==> src/rtl/vdrive_linebuf.sv <==
// Line-buffered VRAM-to-raster scaler (lores 64x32 x4 / hires 128x64 x2) with ping-pong row buffers.
// Latency: hvsync_pixel is registered, 1 clk after hpos; a row fetch takes W+1 clks.
// Backpressure: none; VRAM reads are prefetched one line ahead, and a late fetch is aborted and flagged in fetch_err.
module vdrive_linebuf #(
    parameter int VRAM_W   = 128,
    parameter int VRAM_H   = 64,
    parameter int PIX_BITS = 2,
    parameter int H_ACTIVE = 256,
    parameter int V_OFFSET = 56,
    parameter int POS_W    = 9
) (
    input  logic                        clk,
    input  logic                        reset,
    input  logic                        hires,
    input  logic [POS_W-1:0]            hvsync_hpos,
    input  logic [POS_W-1:0]            hvsync_vpos,
    output logic                        vram_rd,
    output logic [$clog2(VRAM_W)-1:0]   vram_hpos,
    output logic [$clog2(VRAM_H)-1:0]   vram_vpos,
    input  logic [PIX_BITS-1:0]         vram_pixel,
    output logic [PIX_BITS-1:0]         hvsync_pixel,
    output logic                        fetch_busy,
    output logic                        fetch_err
);
    localparam int CW    = $clog2(VRAM_W);
    localparam int RW    = $clog2(VRAM_H);
    localparam int IMG_H = 2 * VRAM_H;
    localparam logic [POS_W:0] TRG_BASE = (POS_W+1)'(V_OFFSET - 1);
    localparam logic [POS_W:0] SWP_BASE = (POS_W+1)'(V_OFFSET);
    localparam logic [POS_W:0] IMG_LIM  = (POS_W+1)'(IMG_H);
    localparam logic [POS_W:0] H_LIM    = (POS_W+1)'(H_ACTIVE);

    typedef enum logic [1:0] {IDLE, ISSUE, DRAIN} state_t;

    logic [PIX_BITS-1:0] buf0 [VRAM_W];
    logic [PIX_BITS-1:0] buf1 [VRAM_W];

    state_t          state;
    logic            mode_q;
    logic            sel;
    logic [1:0]      buf_vld;
    logic            cap_vld;
    logic [CW-1:0]   col_d;

    logic            line_start;
    logic [POS_W:0]  vpos_x;
    logic [POS_W:0]  trg_rel;
    logic [POS_W:0]  swp_rel;
    logic            trg_in;
    logic            swp_in;
    logic            trigger;
    logic            swap;
    logic [RW-1:0]   trg_row;
    logic [CW-1:0]   last_col;
    logic            sel_eff;
    logic [POS_W-1:0] hpos_sh;
    logic [CW-1:0]   hidx;
    logic [PIX_BITS-1:0] front_pix;
    logic            show;

    assign line_start = (hvsync_hpos == '0);
    assign vpos_x     = {1'b0, hvsync_vpos};
    assign trg_rel    = vpos_x - TRG_BASE;
    assign swp_rel    = vpos_x - SWP_BASE;
    assign trg_in     = (vpos_x >= TRG_BASE) && (trg_rel < IMG_LIM);
    assign swp_in     = (vpos_x >= SWP_BASE) && (swp_rel < IMG_LIM);

    // A source row spans S raster lines; rows start where rel is a multiple of S.
    assign trigger  = line_start && trg_in && (mode_q ? !trg_rel[0] : (trg_rel[1:0] == 2'b00));
    assign swap     = line_start && swp_in && (mode_q ? !swp_rel[0] : (swp_rel[1:0] == 2'b00));
    assign trg_row  = mode_q ? RW'(trg_rel >> 1) : RW'(trg_rel >> 2);
    assign last_col = mode_q ? CW'(VRAM_W - 1) : CW'(VRAM_W/2 - 1);

    assign fetch_busy = (state != IDLE);

    always_ff @(posedge clk or negedge reset) begin
        if (!reset) begin
            state     <= IDLE;
            mode_q    <= 1'b0;
            sel       <= 1'b0;
            buf_vld   <= 2'b00;
            cap_vld   <= 1'b0;
            col_d     <= '0;
            vram_rd   <= 1'b0;
            vram_hpos <= '0;
            vram_vpos <= '0;
            fetch_err <= 1'b0;
        end else begin
            if (line_start && hvsync_vpos == '0)
                mode_q <= hires;
            if (trigger) begin
                if (state != IDLE)
                    fetch_err <= 1'b1;
                state         <= ISSUE;
                vram_rd       <= 1'b1;
                vram_hpos     <= '0;
                vram_vpos     <= trg_row;
                buf_vld[~sel] <= 1'b0;
                cap_vld       <= 1'b0;
            end else if (swap) begin
                // Unfinished fetch is dropped; its buffer becomes front with valid=0, so the row shows black.
                if (state != IDLE)
                    fetch_err <= 1'b1;
                state        <= IDLE;
                vram_rd      <= 1'b0;
                cap_vld      <= 1'b0;
                sel          <= ~sel;
                buf_vld[sel] <= 1'b0;
            end else begin
                case (state)
                    ISSUE: begin
                        cap_vld <= 1'b1;
                        col_d   <= vram_hpos;
                        if (vram_hpos == last_col) begin
                            state   <= DRAIN;
                            vram_rd <= 1'b0;
                        end else begin
                            vram_hpos <= vram_hpos + 1'b1;
                        end
                    end
                    DRAIN: begin
                        cap_vld       <= 1'b0;
                        state         <= IDLE;
                        buf_vld[~sel] <= 1'b1;
                    end
                    default: begin
                        cap_vld <= 1'b0;
                        state   <= IDLE;
                    end
                endcase
            end
        end
    end

    // Returned data always lands in the back buffer (!sel).
    always_ff @(posedge clk) begin
        if (cap_vld) begin
            if (sel)
                buf0[col_d] <= vram_pixel;
            else
                buf1[col_d] <= vram_pixel;
        end
    end

    // On a swap line the pixel at hpos 0 must already come from the new front buffer.
    assign sel_eff   = swap ? ~sel : sel;
    assign hpos_sh   = mode_q ? (hvsync_hpos >> 1) : (hvsync_hpos >> 2);
    assign hidx      = CW'(hpos_sh);
    assign front_pix = sel_eff ? buf1[hidx] : buf0[hidx];
    assign show      = ({1'b0, hvsync_hpos} < H_LIM) && swp_in && buf_vld[sel_eff];

    always_ff @(posedge clk or negedge reset) begin
        if (!reset)
            hvsync_pixel <= '0;
        else
            hvsync_pixel <= show ? front_pix : '0;
    end
endmodule

==> config.mk <==
export PLATFORM = sky130hd
export DESIGN_NAME = vdrive_linebuf
export DESIGN_NICKNAME = d
export VERILOG_FILES = /design/src/rtl/vdrive_linebuf.sv
export SDC_FILE = /design/constraint.sdc
export NUM_CORES = 1
export LEC_CHECK = 0
export ABC_AREA = 1
export BUFFER_PORTS_ARGS = -buffer_cell sky130_fd_sc_hd__buf_2
export CAP_MARGIN = 30
export CORE_AREA = 3 3 293 295
export CTS_CLUSTER_DIAMETER = 150
export DETAILED_ROUTE_END_ITERATION = 6
export DIE_AREA = 0 0 296 298
export GPL_TIMING_DRIVEN = 1
export PLACE_DENSITY = 0.49
export SLEW_MARGIN = 20
export SYNTH_ARGS = -nofsm -noshare
export SYNTH_HDL_FRONTEND = slang
export SYNTH_SLANG_ARGS = --single-unit
==> constraint.sdc <==
create_clock -name clk -period 2.3 [get_ports clk]
set_input_delay 0.23 -clock clk [delete_from_list [all_inputs] [get_ports clk]]
set_output_delay 0.23 -clock clk [all_outputs]
set_load 0.02 [all_outputs]
# Yosys cells after proc, flatten, opt, wreduce, memory -nomap -nowiden
# Memories as Yosys holds them, arrays and structs flattened.
# Index checks and enable logic that the tools add are counted.
# Widths: inputs -> output; s select.
# totals
ff_bits,31
inputBits,23
mem_bits_rw,512
word_cells,107
mem_count,2
# op_classes
reduce_logical,26
order_cmp,10
bitwise,8
addsub,3
n_eq_ne,6
muxes,41
# memory_table
name,depth,width,read_ports,rd_clocked_by_memory_dff,write_ports,line_no,rtl
buf0,128,2,1,0,1,35,logic [PIX_BITS-1:0] buf0 [VRAM_W];
buf1,128,2,1,0,1,36,logic [PIX_BITS-1:0] buf1 [VRAM_W];
# ops
cell,count
$mux 7,6
$mux 1,23
$lt 10x8->1 const B,2
$sub 9x6->10 const B,2
$ge 9x6->1 const B,2
$logic_not 9->1,2
$mux 2,9
$logic_and 1x1->1,11
$lt 9x9->1 const B,1
$reduce_bool 3->1,3
$add 7x1->7 const B,1
$eq 7x7->1,1
$lt 1x2->1 const B,3
$mux 6,1
$reduce_and 3->1,2
$reduce_bool 2->1,3
$and 2x2->2,2
$logic_not 2->1,2
$ne 2x2->1 const B,2
$ne 4x4->1 const B,1
$not 2->2,2
$not 1->1,3
$demux 1 s1,2
$eq 2x1->1 const B,1
other kinds (5),7

# Depth between registers and ports, before layout
# logic_depth
depth_word,10
ltp_mapped,18

# Least setup slack after synthesis
# Ideal clock, no wire load.
# synth_timing
kind,register to register
start,register col_d[0]
end,memory buf1[103][0] (enable)
path_buffers,1
setup_ns,0.329
path_slack_ns,0.462
arrival_ns,1.509
stages_incl_launch_ff,6
synth_period_minus_slack_ns,1.838
path_cell_list,dfrtp_1 -> inv_1 -> nor3_2 -> inv_1 -> clkbuf_1 -> nor3_1
# synth_lines
element,line_no,rtl
start: declaration,43,logic [CW-1:0] col_d;
start signal: assignment,113,col_d <= vram_hpos;
end: declaration,36,
# No word-level cell before the write port.

# Final worst setup path
# layout_timing
start,register mode_q
end,register hvsync_pixel[1]
# layout_via
elab_chain_cells,7
word_cells_on_any_way,11
classes_between,7 x mux; 2 x reduce/logical; 2 x memory
# layout_lines
element,line_no,rtl
start: declaration,39,logic mode_q;
start signal: assignment,90,mode_q <= hires;
branches (longest 6 deep; another with $mem_v2 128x2),--,
$mux 2 *,156,hvsync_pixel <= show ? front_pix : '0;
end signal: assignment,156,
end: declaration,21,"output logic [PIX_BITS-1:0] hvsync_pixel,"
# Every way passes the cells marked *. The select of a mux whose other input is x is not followed.
# A chain may end at the register's enable or synchronous reset.

==> results by group <==
Timing
  – Slew headroom: 0.326
  – RSZ-0062 raised after global routing: true
  – Final period util: 1.02
  – Clk_skew: 0.0202 ns
  – Final Hold Vio Count: 0
  – Maximum clock rate: 428 MHz
  – Setup ws final: -0.0349 ns
  – # setup viols final: 2
  – Tmin final: 2.33 ns
  – Hold slack final: 0.0805 ns
  – Worst Tran Pin Value: 1.01 ns
  – Max-slew violations: 0

Logic synthesis
  – Ys Warns: 0
  – Compound-Gate Fraction of Synth Area: 0.0142
  – Async set-reset flop share out of synthesis: 0.0571
  – Post-synthesis cell area: roughly 0.025 mm2
  – Mux cell area share after synthesis: 0.000402
  – Simple-Gate Fraction of Synth Area: 0.264
  – Synthesis-stage register bit count: approximately 540
  – Largest family of logic cells by synthesized area: simple AND/OR/NAND/NOR gates
  – Syn Area/Cell: between 9 and 10 um2
  – Register area share after synthesis: 0.648
  – Synthesized netlist cell count: between 2000 and 3000
  – Post-Synth Adder-Cell Area: 0.00191
  – Synth Area in XOR/XNOR: 0.00241
  – Post-Syn Nets: ~2600
  – Synth unique cells: 36
  – Synth Flop Type: edfxtp_1
  – EDFF count, synth: 512

Status
  – Failing checks: DRC, setup timing
  – Status: finished with violations

Detailed routing
  – Antenna-violating nets left: 0
  – First-iteration detailed-routing DRC count: about 1600
  – WL/cell: 19.9 um
  – Total number of vias: roughly 19000
  – DRT Pass-1 Iters: 7
  – Drt total wl: 75500 um
  – Number of remaining DRC errors: 1
  – Drt via density: 4.95

Floorplan
  – Placeable Area: 0.0834 mm2
  – Die Span Y: just under 300 um
  – Std-Cell Rows: 106
  – Die X: between 200 and 300 um
  – Die Area: 0.0882 mm2
  – Initial core utilization: 0.299
  – Io pins: 41

Layout
  – # diodes: 0
  – Fin nets: 2701
  – Layout cells sized above 1: 0.154
  – Non-Filler Instances: approximately 3800
  – Area Overhead vs Synth: 22.5%
  – Final Core Density: 0.366

Worst setup path
  – CP Launch Type: register
  – Most used cell, CP: nand3_1
  – Crit Path Category: register to register
  – CP Max Fanout: 11
  – Crit-path max cell delay: 0.48 ns
  – Slowest-stage cell, CP: dfrtp_2
  – Crit end category: register
  – Arrival @ worst endpoint: 2.85 ns
  – Cell Chain, Critical Path: buf_12, o21ai_4, buf_12, buf_12, clkbuf_16, nand3_1, nand3_1, nand3_1, nand3_4, nand3_1, nand3_1, nand3_1, nand2_1, nor2_1
  – Required time of the critical path: 2.82 ns

CTS
  – Worst skew pair latency: 0.62 ns
  – Clock root buffer: clkbuf_16
  – Num CTS Buffers: 59
  – H-tree depth: 2
  – CTS Buffer Depth: 3
  – Clock transition at path regs: 0.07 ns
  – CTS tree: built
  – CTS sink cnt: 543

GRT
  – GRT Total Usage: 0.167
  – GR Overflow Total: 0
  – Largest net degree at the start of global routing: 62
  – Initial antenna violation count: 1
  – Vias in the first global route: 18600
  – First-pass GRT wire length: 113000 um

Place
  – Placer congestion estimate: 0.889
  – Detailed Place HPWL: 46700 um
  – I/O Buffers: 40
  – Placed insts: 3648

Pwr
  – Power density over the cells: slightly below 800 mW/mm2
  – Maximum vdd drop: 0.680 mV
  – Lkg Pwr: 11.6 nW

Worst hold path
  – Hold/Removal Path Class: primary input to register

Job
  – Max-capacitance violation count: 0
cell usage after synthesis, types with 2 or more instances:
library cell / instances / area (um2)
nand2_2: 6 / 37.5
buf_2: 62 / 310
nand2_4: 2 / 22.5
nand3b_1: 7 / 52.6
ha_1: 3 / 37.5
dfrtp_1: 31 / 776
nor3_1: 89 / 445
inv_2: 5 / 18.8
nor2_2: 2 / 12.5
nor3_2: 6 / 60.1
nand2_1: 706 / 2650
inv_1: 236 / 886
edfxtp_1: 512 / 15400
o21ai_0: 11 / 55.1
buf_1: 5 / 18.8
nor4_1: 3 / 18.8
nor2_1: 216 / 811
nand3_1: 488 / 2440
buf_6: 11 / 124
clkbuf_1: 47 / 176
a31oi_1: 2 / 12.5
xor2_1: 5 / 43.8
o21ai_1: 3 / 15.0
buf_4: 24 / 180
a21oi_1: 13 / 65.1
o211ai_1: 11 / 82.6
o21ai_2: 11 / 96.3
nand4_1: 2 / 12.5
stage by stage:
| stage | setup WS (ns) | power, mW | cell area, um2 | setup TNS (ns) |
|---|---|---|---|---|
| final | -0.0349 | 24.1 | 30500 | -0.0655 |
| after global routing | -0.118 | 24.9 | 30500 | -0.238 |
| after global placement | -0.308 | 14.6 | 27400 | -0.609 |
| after detailed placement | -0.286 | 14.6 | 27400 | -0.568 |
| after CTS | 0.00209 | 24.2 | 30100 | 0 |
| after floorplan | 0.462 | 12.7 | 24900 | 0 |
power by group:
group | switching (mW) | internal [mW] | total [mW]
registers | 0.176 | 10.9 | 11.1
clock network | 3.97 | 5.50 | 9.47
logic | 2.48 | 1.10 | 3.58
total | 6.63 | 17.5 | 24.1
critical path: cells and delay by family, from the launching register on:
kind / cells / cell delay, ns
buf+inv: 4 / 0.64
compound gates: 1 / 0.23
flops: 1 / 0.48
simple gates: 9 / 0.85
final timing paths:
check                                from               to  slack [ns]  depth (start not counted)
max in group asynchronous           reset           mode_q        1.57                          2
setup / recovery                   mode_q  hvsync_pixel[1]       -0.03                         14
min in group asynchronous           reset     vram_vpos[4]        0.22                          2
setup reg to reg                   mode_q  hvsync_pixel[1]       -0.03                         14
hold / removal             hvsync_vpos[8]     vram_vpos[5]        0.08                          5
hold reg to reg                 fetch_err        fetch_err        0.48                          1
repair_timing:
item / 4_1_cts / 5_1_grt
pin swaps: 8 / 21
cloned: 7 / 6
endpoints found under the setup margin: 2 / 5
endpoints found under the hold margin: 34 / 0
hold buffers: 5 / 0
buffers inserted: 18 / 10
gates resized for setup: 55 / 44
per-layer routing:
metal	vias up	routed length (um)	GRT usage
met4	2	2390	0.0531
li1	8834	-	-
met5	-	13	0
met1	9224	33600	0.231
met2	650	34800	0.270
met3	133	4660	0.0251
layout make-up:
type | instances | area [um2]
well taps | 1080 | 1350
flip-flops and latches | 543 | 16200
clock buffers | 73 | 1530
fillers | 8184 | 52900
repair buffers | 236 | 2670
inverters | 242 | 913
clock inverters | 36 | 380
multi-input cells | 1593 | 7520
kinds of logic (layout without fill, tap and decap cells):
group,count (synthesis),after routing
muxes,1,1
and+or+nand+nor,1528,1528
xor gates and xnor gates,6,6
buffers and inverters,391,587
DFF,543,543
adders and majority gates,4,4
AOI/OAI and AO/OA,54,54
sequential cells by signal (all words and copies together), names as in the netlist:
register and flops:
sel 1, buf_vld 2, vram_rd 1, col_d 7, fetch_err 1, vram_vpos 6, mode_q 1, buf1 256
state 2, hvsync_pixel 2, cap_vld 1, vram_hpos 7, buf0 256
cell usage in the layout, fill, tap and decap left out, drive strengths merged:
master       count
a21oi           13
a31oi            2
buf            224
bufbuf           1
bufinv           7
clkbuf          79
clkinv          20
clkinvlp         7
dfrtp           31
dlygate4sd3      5
edfxtp         512
ha               3
inv            244
maj3             1
mux2i            1
nand2          714
nand3          489
nand3b           7
nand4            2
nor2           218
nor3            95
nor4             3
o2111a           1
o211ai          11
o21ai           25
o21bai           1
o31ai            1
xor2             6
Note: power is estimated with default switching activity, not from simulation.
